==> src/rtl/sdpram_bist_engine_if.sv <==
`default_nettype none
// ============================================================================
//  Module   : sdpram_bist_engine_if
//  Purpose  : Bundles the BIST control/status signals and both RAM ports.
//             master = test controller side driving start/pat_sel and the
//             RAM read data; slave = the BIST engine.
//  Revision : 1.0  initial release
// ============================================================================
interface sdpram_bist_engine_if #(
   parameter int ADDR_WIDTH    = 8,
   parameter int DATA_WIDTH    = 32,
   parameter int ERR_CNT_WIDTH = 8
);
   logic                     start;
   logic [1:0]               pat_sel;
   logic                     ram_wr_en;
   logic [ADDR_WIDTH-1:0]    ram_wr_addr;
   logic [DATA_WIDTH-1:0]    ram_wr_data;
   logic                     ram_rd_en;
   logic [ADDR_WIDTH-1:0]    ram_rd_addr;
   logic [DATA_WIDTH-1:0]    ram_rd_data;
   logic                     busy;
   logic                     done;
   logic                     pass;
   logic [ERR_CNT_WIDTH-1:0] err_cnt;
   logic                     first_err_vld;
   logic [ADDR_WIDTH-1:0]    first_err_addr;

   modport master (
      output start, pat_sel, ram_rd_data,
      input  ram_wr_en, ram_wr_addr, ram_wr_data, ram_rd_en, ram_rd_addr,
      input  busy, done, pass, err_cnt, first_err_vld, first_err_addr
   );

   modport slave (
      input  start, pat_sel, ram_rd_data,
      output ram_wr_en, ram_wr_addr, ram_wr_data, ram_rd_en, ram_rd_addr,
      output busy, done, pass, err_cnt, first_err_vld, first_err_addr
   );
endinterface
`default_nettype wire

==> src/rtl/sdpram_bist_engine.sv <==
`default_nettype none
// ============================================================================
//  Module   : sdpram_bist_engine
//  Purpose  : Built-in self-test for a simple dual-port RAM. Fills every
//             address with a selectable pattern, reads everything back with
//             a 1- or 2-cycle read latency, and reports pass/fail, a
//             saturating error count and the first failing address.
//  Revision : 1.0  initial release
// ============================================================================
module sdpram_bist_engine #(
   parameter int ADDR_WIDTH    = 8,
   parameter int DATA_WIDTH    = 32,
   parameter int RD_LATENCY    = 1,
   parameter int ERR_CNT_WIDTH = 8
) (
   input  wire logic clk,
   input  wire logic rst,
   sdpram_bist_engine_if.slave bus
);

   // Only 1 and 2 are meaningful; anything else behaves as latency 1.
   localparam int                    C_LAT      = (RD_LATENCY == 2) ? 2 : 1;
   localparam logic [ADDR_WIDTH:0]   C_DEPTH    = {1'b1, {ADDR_WIDTH{1'b0}}};
   localparam logic [ADDR_WIDTH:0]   C_CNT_ONE  = (ADDR_WIDTH+1)'(1);
   localparam logic [ADDR_WIDTH:0]   C_DRAIN    = (ADDR_WIDTH+1)'(C_LAT);
   localparam logic [ERR_CNT_WIDTH-1:0] C_ERR_ONE = ERR_CNT_WIDTH'(1);

   typedef enum logic [2:0] {
      S_IDLE  = 3'd0,
      S_WRITE = 3'd1,
      S_GAP   = 3'd2,
      S_READ  = 3'd3,
      S_DRAIN = 3'd4,
      S_DONE  = 3'd5
   } state_t;

   state_t                    r_state;
   state_t                    w_state_nxt;
   logic [ADDR_WIDTH:0]       r_cnt;
   logic [ADDR_WIDTH:0]       w_cnt_nxt;
   logic [ADDR_WIDTH:0]       w_cnt_inc;
   logic                      w_accept;
   logic [1:0]                r_pat;

   logic                      w_wr_en;
   logic                      w_rd_en;
   logic [ADDR_WIDTH-1:0]     w_addr;
   logic [DATA_WIDTH-1:0]     w_pat_data;

   logic                      r_pipe_vld  [C_LAT];
   logic [ADDR_WIDTH-1:0]     r_pipe_addr [C_LAT];
   logic [DATA_WIDTH-1:0]     r_pipe_exp  [C_LAT];

   logic                      w_mis;
   logic [ERR_CNT_WIDTH-1:0]  w_err_nxt;
   logic [ERR_CNT_WIDTH-1:0]  r_err_cnt;
   logic                      r_first_vld;
   logic [ADDR_WIDTH-1:0]     r_first_addr;
   logic                      r_pass;

   // Pattern generator.
   //   0: all-ones minus address       1: checkerboard (even addr ..AA, odd ..55)
   //   2: address zero-extended/truncated  3: inverse of pattern 2
   function automatic logic [DATA_WIDTH-1:0] f_pattern(
      input logic [1:0]            pat,
      input logic [ADDR_WIDTH-1:0] a
   );
      logic [DATA_WIDTH-1:0] a_ext;
      logic [DATA_WIDTH-1:0] p;
      a_ext = DATA_WIDTH'(a);
      p     = '0;
      case (pat)
         2'd0: p = '1 - a_ext;
         2'd1: begin
            for (int i = 0; i < DATA_WIDTH; i++) begin
               p[i] = a[0] ^ 1'(i % 2);
            end
         end
         2'd2: p = a_ext;
         default: p = ~a_ext;
      endcase
      return p;
   endfunction

   assign w_cnt_inc  = r_cnt + C_CNT_ONE;
   assign w_wr_en    = (r_state == S_WRITE);
   assign w_rd_en    = (r_state == S_READ);
   assign w_addr     = r_cnt[ADDR_WIDTH-1:0];
   assign w_pat_data = f_pattern(r_pat, w_addr);

   // State register and shared address/drain counter.
   always_ff @(posedge clk or posedge rst) begin
      if (rst) begin
         r_state <= S_IDLE;
         r_cnt   <= '0;
      end else begin
         r_state <= w_state_nxt;
         r_cnt   <= w_cnt_nxt;
      end
   end

   // Next-state logic: the counter is one bit wider than the address so the
   // terminal count N is detectable without ever wrapping onto the RAM.
   always_comb begin
      w_state_nxt = r_state;
      w_cnt_nxt   = r_cnt;
      w_accept    = 1'b0;
      case (r_state)
         S_IDLE: begin
            if (bus.start) begin
               w_accept    = 1'b1;
               w_state_nxt = S_WRITE;
               w_cnt_nxt   = '0;
            end
         end
         S_WRITE: begin
            w_cnt_nxt = w_cnt_inc;
            if (w_cnt_inc == C_DEPTH) begin
               w_state_nxt = S_GAP;
               w_cnt_nxt   = '0;
            end
         end
         // One idle cycle so the first read never collides with the last write.
         S_GAP: begin
            w_state_nxt = S_READ;
            w_cnt_nxt   = '0;
         end
         S_READ: begin
            w_cnt_nxt = w_cnt_inc;
            if (w_cnt_inc == C_DEPTH) begin
               w_state_nxt = S_DRAIN;
               w_cnt_nxt   = '0;
            end
         end
         S_DRAIN: begin
            w_cnt_nxt = w_cnt_inc;
            if (w_cnt_inc == C_DRAIN) begin
               w_state_nxt = S_DONE;
               w_cnt_nxt   = '0;
            end
         end
         S_DONE: begin
            w_state_nxt = S_IDLE;
         end
         default: begin
            w_state_nxt = S_IDLE;
            w_cnt_nxt   = '0;
         end
      endcase
   end

   // Pattern select is captured only with an accepted start.
   always_ff @(posedge clk or posedge rst) begin
      if (rst) begin
         r_pat <= 2'd0;
      end else if (w_accept) begin
         r_pat <= bus.pat_sel;
      end
   end

   // Expected data, address and valid tag travel alongside the RAM read pipe.
   always_ff @(posedge clk or posedge rst) begin
      if (rst) begin
         for (int k = 0; k < C_LAT; k++) begin
            r_pipe_vld[k]  <= 1'b0;
            r_pipe_addr[k] <= '0;
            r_pipe_exp[k]  <= '0;
         end
      end else begin
         r_pipe_vld[0]  <= w_rd_en;
         r_pipe_addr[0] <= w_addr;
         r_pipe_exp[0]  <= w_pat_data;
         for (int k = 1; k < C_LAT; k++) begin
            r_pipe_vld[k]  <= r_pipe_vld[k-1];
            r_pipe_addr[k] <= r_pipe_addr[k-1];
            r_pipe_exp[k]  <= r_pipe_exp[k-1];
         end
      end
   end

   assign w_mis     = r_pipe_vld[C_LAT-1] && (bus.ram_rd_data != r_pipe_exp[C_LAT-1]);
   assign w_err_nxt = (w_mis && (r_err_cnt != '1)) ? (r_err_cnt + C_ERR_ONE) : r_err_cnt;

   // Result tracking: cleared on accepted start, pass resolved on entry to DONE
   // using the count that already includes the final compare.
   always_ff @(posedge clk or posedge rst) begin
      if (rst) begin
         r_err_cnt    <= '0;
         r_first_vld  <= 1'b0;
         r_first_addr <= '0;
         r_pass       <= 1'b0;
      end else if (w_accept) begin
         r_err_cnt    <= '0;
         r_first_vld  <= 1'b0;
         r_first_addr <= '0;
         r_pass       <= 1'b0;
      end else begin
         r_err_cnt <= w_err_nxt;
         if (w_mis && !r_first_vld) begin
            r_first_vld  <= 1'b1;
            r_first_addr <= r_pipe_addr[C_LAT-1];
         end
         if ((r_state == S_DRAIN) && (w_state_nxt == S_DONE)) begin
            r_pass <= (w_err_nxt == '0);
         end
      end
   end

   // RAM-side outputs are forced to zero outside their active phase.
   assign bus.ram_wr_en      = w_wr_en;
   assign bus.ram_wr_addr    = w_wr_en ? w_addr : '0;
   assign bus.ram_wr_data    = w_wr_en ? w_pat_data : '0;
   assign bus.ram_rd_en      = w_rd_en;
   assign bus.ram_rd_addr    = w_rd_en ? w_addr : '0;
   assign bus.busy           = (r_state != S_IDLE) && (r_state != S_DONE);
   assign bus.done           = (r_state == S_DONE);
   assign bus.pass           = r_pass;
   assign bus.err_cnt        = r_err_cnt;
   assign bus.first_err_vld  = r_first_vld;
   assign bus.first_err_addr = r_first_addr;

endmodule
`default_nettype wire
==> src/flat_wrapper.sv <==
// flat-port wrapper written by rule: the top's interface ports become plain ports
module sdpram_bist_engine_flat 
#(
   parameter int ADDR_WIDTH    = 8,
   parameter int DATA_WIDTH    = 32,
   parameter int RD_LATENCY    = 1,
   parameter int ERR_CNT_WIDTH = 8
)
  (clk, rst, bus_start, bus_pat_sel, bus_ram_rd_data, bus_ram_wr_en, bus_ram_wr_addr, bus_ram_wr_data, bus_ram_rd_en, bus_ram_rd_addr, bus_busy, bus_done, bus_pass, bus_err_cnt, bus_first_err_vld, bus_first_err_addr);
  sdpram_bist_engine_if #(.ADDR_WIDTH(ADDR_WIDTH), .DATA_WIDTH(DATA_WIDTH), .ERR_CNT_WIDTH(ERR_CNT_WIDTH)) bus_i ();
  input  wire logic clk;
  input  wire logic rst;
  input wire logic [$bits(bus_i.start)-1:0] bus_start;
  input wire logic [$bits(bus_i.pat_sel)-1:0] bus_pat_sel;
  input wire logic [$bits(bus_i.ram_rd_data)-1:0] bus_ram_rd_data;
  output wire logic [$bits(bus_i.ram_wr_en)-1:0] bus_ram_wr_en;
  output wire logic [$bits(bus_i.ram_wr_addr)-1:0] bus_ram_wr_addr;
  output wire logic [$bits(bus_i.ram_wr_data)-1:0] bus_ram_wr_data;
  output wire logic [$bits(bus_i.ram_rd_en)-1:0] bus_ram_rd_en;
  output wire logic [$bits(bus_i.ram_rd_addr)-1:0] bus_ram_rd_addr;
  output wire logic [$bits(bus_i.busy)-1:0] bus_busy;
  output wire logic [$bits(bus_i.done)-1:0] bus_done;
  output wire logic [$bits(bus_i.pass)-1:0] bus_pass;
  output wire logic [$bits(bus_i.err_cnt)-1:0] bus_err_cnt;
  output wire logic [$bits(bus_i.first_err_vld)-1:0] bus_first_err_vld;
  output wire logic [$bits(bus_i.first_err_addr)-1:0] bus_first_err_addr;
  assign bus_i.start = bus_start;
  assign bus_i.pat_sel = bus_pat_sel;
  assign bus_i.ram_rd_data = bus_ram_rd_data;
  assign bus_ram_wr_en = bus_i.ram_wr_en;
  assign bus_ram_wr_addr = bus_i.ram_wr_addr;
  assign bus_ram_wr_data = bus_i.ram_wr_data;
  assign bus_ram_rd_en = bus_i.ram_rd_en;
  assign bus_ram_rd_addr = bus_i.ram_rd_addr;
  assign bus_busy = bus_i.busy;
  assign bus_done = bus_i.done;
  assign bus_pass = bus_i.pass;
  assign bus_err_cnt = bus_i.err_cnt;
  assign bus_first_err_vld = bus_i.first_err_vld;
  assign bus_first_err_addr = bus_i.first_err_addr;
  sdpram_bist_engine #(.ADDR_WIDTH(ADDR_WIDTH), .DATA_WIDTH(DATA_WIDTH), .RD_LATENCY(RD_LATENCY), .ERR_CNT_WIDTH(ERR_CNT_WIDTH)) u_core (.clk(clk), .rst(rst), .bus(bus_i));
endmodule
==> config.mk <==
export PLATFORM = sky130hd
export DESIGN_NAME = sdpram_bist_engine_flat
export DESIGN_NICKNAME = d
export VERILOG_FILES = /design/src/rtl/sdpram_bist_engine_if.sv /design/src/rtl/sdpram_bist_engine.sv /design/src/flat_wrapper.sv
export SDC_FILE = /design/constraint.sdc
export NUM_CORES = 1
export LEC_CHECK = 0
export CORE_ASPECT_RATIO = 1.1
export CORE_MARGIN = 4
export CORE_UTILIZATION = 50
export CTS_BUF_LIST = sky130_fd_sc_hd__clkbuf_8
export CTS_CLUSTER_DIAMETER = 40
export DETAILED_ROUTE_END_ITERATION = 10
export MAX_ROUTING_LAYER = met4
export PLACE_DENSITY = 0.86
export SLEW_MARGIN = 20
export SYNTH_ARGS = -nofsm -noshare
export SYNTH_HDL_FRONTEND = slang
export SYNTH_SLANG_ARGS = --single-unit
==> constraint.sdc <==
create_clock -name clk -period 5.3 [get_ports clk]
set_input_delay 1.06 -clock clk [delete_from_list [all_inputs] [get_ports clk]]
set_output_delay 1.06 -clock clk [all_outputs]
set_load 0.02 [all_outputs]
=== Word-level counts from Yosys, hierarchy flattened ===
Index checks and enable logic that the tools add are counted.

* Register bits after elaboration: 73
* Output and inout bits: 70
* Word-level logic and storage cells: 67

* Add/subtract/negate cells: 3
* Equality and inequality tests: 14
* Muxes and demuxes: 23
* Bitwise gates (word level): 3
* Reduce and logical (&&, ||, !) cells: 14

{| class="wikitable"
|+ Operators with widths
! cell !! count
|-
| $pmux 32 s3 || 1
|-
| $mux 8 || 6
|-
| $pmux 9 s4 || 1
|-
| $mux 32 || 1
|-
| $ne 32x32->1 || 1
|-
| $not 8->32 || 1
|-
| $mux 9 || 3
|-
| $pmux 3 s5 || 1
|-
| $mux 3 || 4
|-
| $sub 1x9->10 const A || 1
|-
| $add 9x1->9 const B || 1
|-
| $eq 3x3->1 const B || 3
|-
| $eq 9x1->1 const B || 1
|-
| $eq 9x9->1 const B || 1
|-
| $add 8x1->8 const B || 1
|-
| $logic_not 8->1 || 1
|-
| $ne 8x8->1 const B || 1
|-
| $eq 3x2->1 const B || 2
|-
| $mux 1 || 6
|-
| $logic_and 1x1->1 || 5
|-
| $reduce_bool 2->1 || 2
|-
| $eq 3x1->1 const B || 1
|-
| $logic_not 3->1 || 1
|-
| $ne 3x3->1 const B || 1
|-
| 9 further kinds || 10
|}

=== Logic depth before layout (Yosys ltp) ===
* Depth in word-level cells: 8
* Depth in mapped cells: 9

=== Worst setup path before layout ===
No wires, ideal clock.

* Path type: register to output
* Start: register u_core.r_state[0]
* End: output port bus_ram_wr_data[10]
* Data arrival time: 2,203 ps
* Slack: 2,037 ps
* Cell stages (with the launch flop): 5
* Path buffers: 1
* Cell sequence: dfrtp_1 > nor2b_1 > nand2b_1 > nor3_1 > buf_4

* Word-level cells in the longest chain between the ends: 2

{| class="wikitable"
|+ Ends and longest elaborated chain
! element !! RTL line !! source
|-
| from (decl) || sdpram_bist_engine.sv:37 || <nowiki>state_t r_state;</nowiki>
|-
| from (signal assigned) || sdpram_bist_engine.sv:97 || <nowiki>r_state <= w_state_nxt;</nowiki>
|-
| $eq 3x1->1 || sdpram_bist_engine.sv:86 || <nowiki>assign w_wr_en = (r_state == S_WRITE);</nowiki>
|-
| $mux 32 || sdpram_bist_engine.sv:212 || <nowiki>assign bus.ram_wr_data = w_wr_en ? w_pat_data : '0;</nowiki>
|-
| to (decl) || flat_wrapper.sv:18 || <nowiki>output wire logic [$bits(bus_i.ram_wr_data)-1:0] bus_ram_wr_data;</nowiki>
|}

Every way passes these cells.

=== Worst setup path after layout ===
* Start: register u_core.r_state[0]
* End: output port bus_ram_wr_data[21]

The elaborated chain is that of the path after synthesis.

==> qor.csv <==
metric,value,unit
Slew Limit Fails,0,
top_reg_cell synth,dfrtp_1,
Mapped Area,0.00295,mm2
CTS Sinks,51,
worst path arrival time,3.35,ns
share of cells above drive strength 1,0.0471,
startpoint types,flip-flop,
syn_area_per_cell,9.15,um2
RSZ-0062 raised after global routing,false,
part of the Yosys area used for sequential elements,0.432,
r2r startpoint,u_core.r_cnt[1],
ANT nets after route,0,
synthesized instance count,323,
max-cap violation count,0,
"Hold Violations, Final",0,
"Clk Latency, worst-skew pair",0.30,ns
synth unique cells,41,
worst rel slew slack,0.330,
Detailed Route WL,7.24,mm
Worst VDD drop,0.122,mV
Die Height,88.6,um
global-route wire length before repair,11.6,mm
critical hold path startpoint,u_core.r_pipe_addr[0],
die area,0.00720,mm2
#FFs+latches synth,51,
I/O pin count,107,
core footprint,0.00577,mm2
antenna violations before repair,0,
fin area,0.00401,mm2
CP Launch Point,u_core.r_state[0],
port bufs,106,
TritonCTS buffer count,5,
DP Wirelength,5.36,mm
# diodes,0,
Design Power,0.762,mW
dpl cell area,0.00391,mm2
PwrDens,190,mW/mm2
drt pass-1 iters,5,
htree depth,2,
clock-pin transition on the worst setup and hold timing paths,0.09,ns
Total GRT Usage,0.213,
Resized Gates After CTS,0,
CTS tree,done,
Die W,81.3,um
period utilization,0.833,
outcome,completed,
syn nets,364,
Starting Density,0.512,
Crit. End Element,primary output,
Longest Clk Path Bufs,2,
post-CTS setup buffer count,0,
total negative setup slack,0,ns
"EDFF count, synth",0,
Leak,1.76,nW
Critical Path RT,4.24,ns
via count of the first global-routing pass,2565,
"Max FO, Critical Path",14,
"most common cell after layout, fill and taps aside",clkdlybuf4s50_1,
CTS root buffer,clkbuf_8,
hold_buf cts,0,
Final min period,4.41,ns
Worst Setup Path Type,reg -> out,
DRC violations left,0,
vias per inst,5.47,
GRT overflow,0,
Fillers,433,
global placement routability congestion,0.910,
"Area growth, synth to finish",35.7,%
ys async rst share,1.00,
initial DRC count,185,
vias,2627,
Hold Path Class,reg -> reg,
largest net degree at the start of global routing,52,
site row count,29,
skew final,0.00435,ns
"commonest non-fill, non-tap cells in the layout","clkdlybuf4s50_1, dfrtp_1, nor2_1",
Setup Viol. Count Final,0,
Tightest Pin Transition,0.997,ns
routed len/inst,15.1,um
fmax,227,MHz
yosys warns,0,
nets,443,
==> cells in the mapped netlist, drive strengths merged (4+ instances only) <==
cell	number	area [um2]
buf	24	181
nor2	38	143
and2	17	106
nand3	10	50.1
inv	8	30.0
nand4	12	75.1
nor2b	4	25.0
or4	7	52.6
a21oi	13	65.1
nand2	22	82.6
nor3	6	30.0
and3	10	62.6
dfrtp	51	1280
ha	4	50.1
clkbuf	13	48.8
nand2b	4	25.0
xnor2	4	35.0
xor2	16	140
o21ai	16	80.1
mux2i	15	150
==> cells by family after synthesis <==
| logic type | after synthesis | share of synthesized area |
|---|---|---|
| AND/OR/NAND/NOR | 144 | 0.256 |
| flip-flops | 51 | 0.432 |
| buffers and inverters | 45 | 0.0881 |
| AO/OA/AOI/OAI | 41 | 0.0856 |
| XOR/XNOR | 20 | 0.0593 |
| multiplexers | 18 | 0.0623 |
| adder cells (fa/ha/maj) | 4 | 0.0169 |
==> registers in the layout (all words and copies together), names as in the netlist <==
name / flops
u_core.r_pat: 2
u_core.bus.err_cnt: 8
u_core.r_state: 3
u_core.bus.first_err_vld: 1
u_core.bus.first_err_addr: 8
u_core.r_pipe_exp: 10
u_core.r_pipe_addr: 8
u_core.r_pipe_vld: 1
u_core.bus.pass: 1
u_core.r_cnt: 9
==> worst max-delay path: stages, from the launching register on <==
cell and delay (ns):
dfrtp_1 0.49, nor2b_1 0.62, nand2b_1 0.29, nor3_1 0.87, clkdlybuf4s50_1 0.78
==> power by group <==
group	switching, mW	internal [mW]
registers	0.00622	0.397
clock network	0.132	0.0945
logic	0.0632	0.0695
==> area by class of cell <==
class	instances	area [um2]	area share
clock buffer	5	68.8	0.0172
clock inverter	3	23.8	0.00593
inverter	8	31.3	0.00780
multi-input combinational	227	1430	0.357
sequential	51	1280	0.318
tap	77	96.3	0.0240
timing repair buffer	109	1080	0.270
==> path summary, 6_finish.rpt <==
kind	slack [ns]	depth (start not counted)	to
min in group asynchronous	1.24	2	u_core.bus.pass
setup reg to reg	2.32	8	u_core.r_cnt[7]
hold reg to reg	0.50	2	u_core.bus.first_err_addr[0]
max in group asynchronous	3.56	2	u_core.r_cnt[4]
setup / recovery	0.89	4	bus_ram_wr_data[21]
hold / removal	0.50	2	u_core.bus.first_err_addr[0]
==> metal layers <==
metal  vias to the layer above  wire (um)  GRT usage
met5                         -          0          -
met4                         0        159     0.0952
met3                        17        463     0.0428
met2                       126       3560      0.354
met1                      1228       3050      0.249
li1                       1256          -          -
==> metrics by stage <==
step | util | hold slack [ns] | setup WS (ns) | cells
CTS | 0.694 | 0.512 | 0.852 | 480
finish | 0.695 | 0.504 | 0.885 | 480
global route | 0.695 | 0.537 | 0.538 | 480
global placement | 0.678 | 0.470 | 1.42 | 472
floorplan | - | 0.352 | 2.04 | 323
detailed placement | 0.678 | 0.490 | 1.21 | 472
No activity file was read; power rests on OpenSTA's default activity.
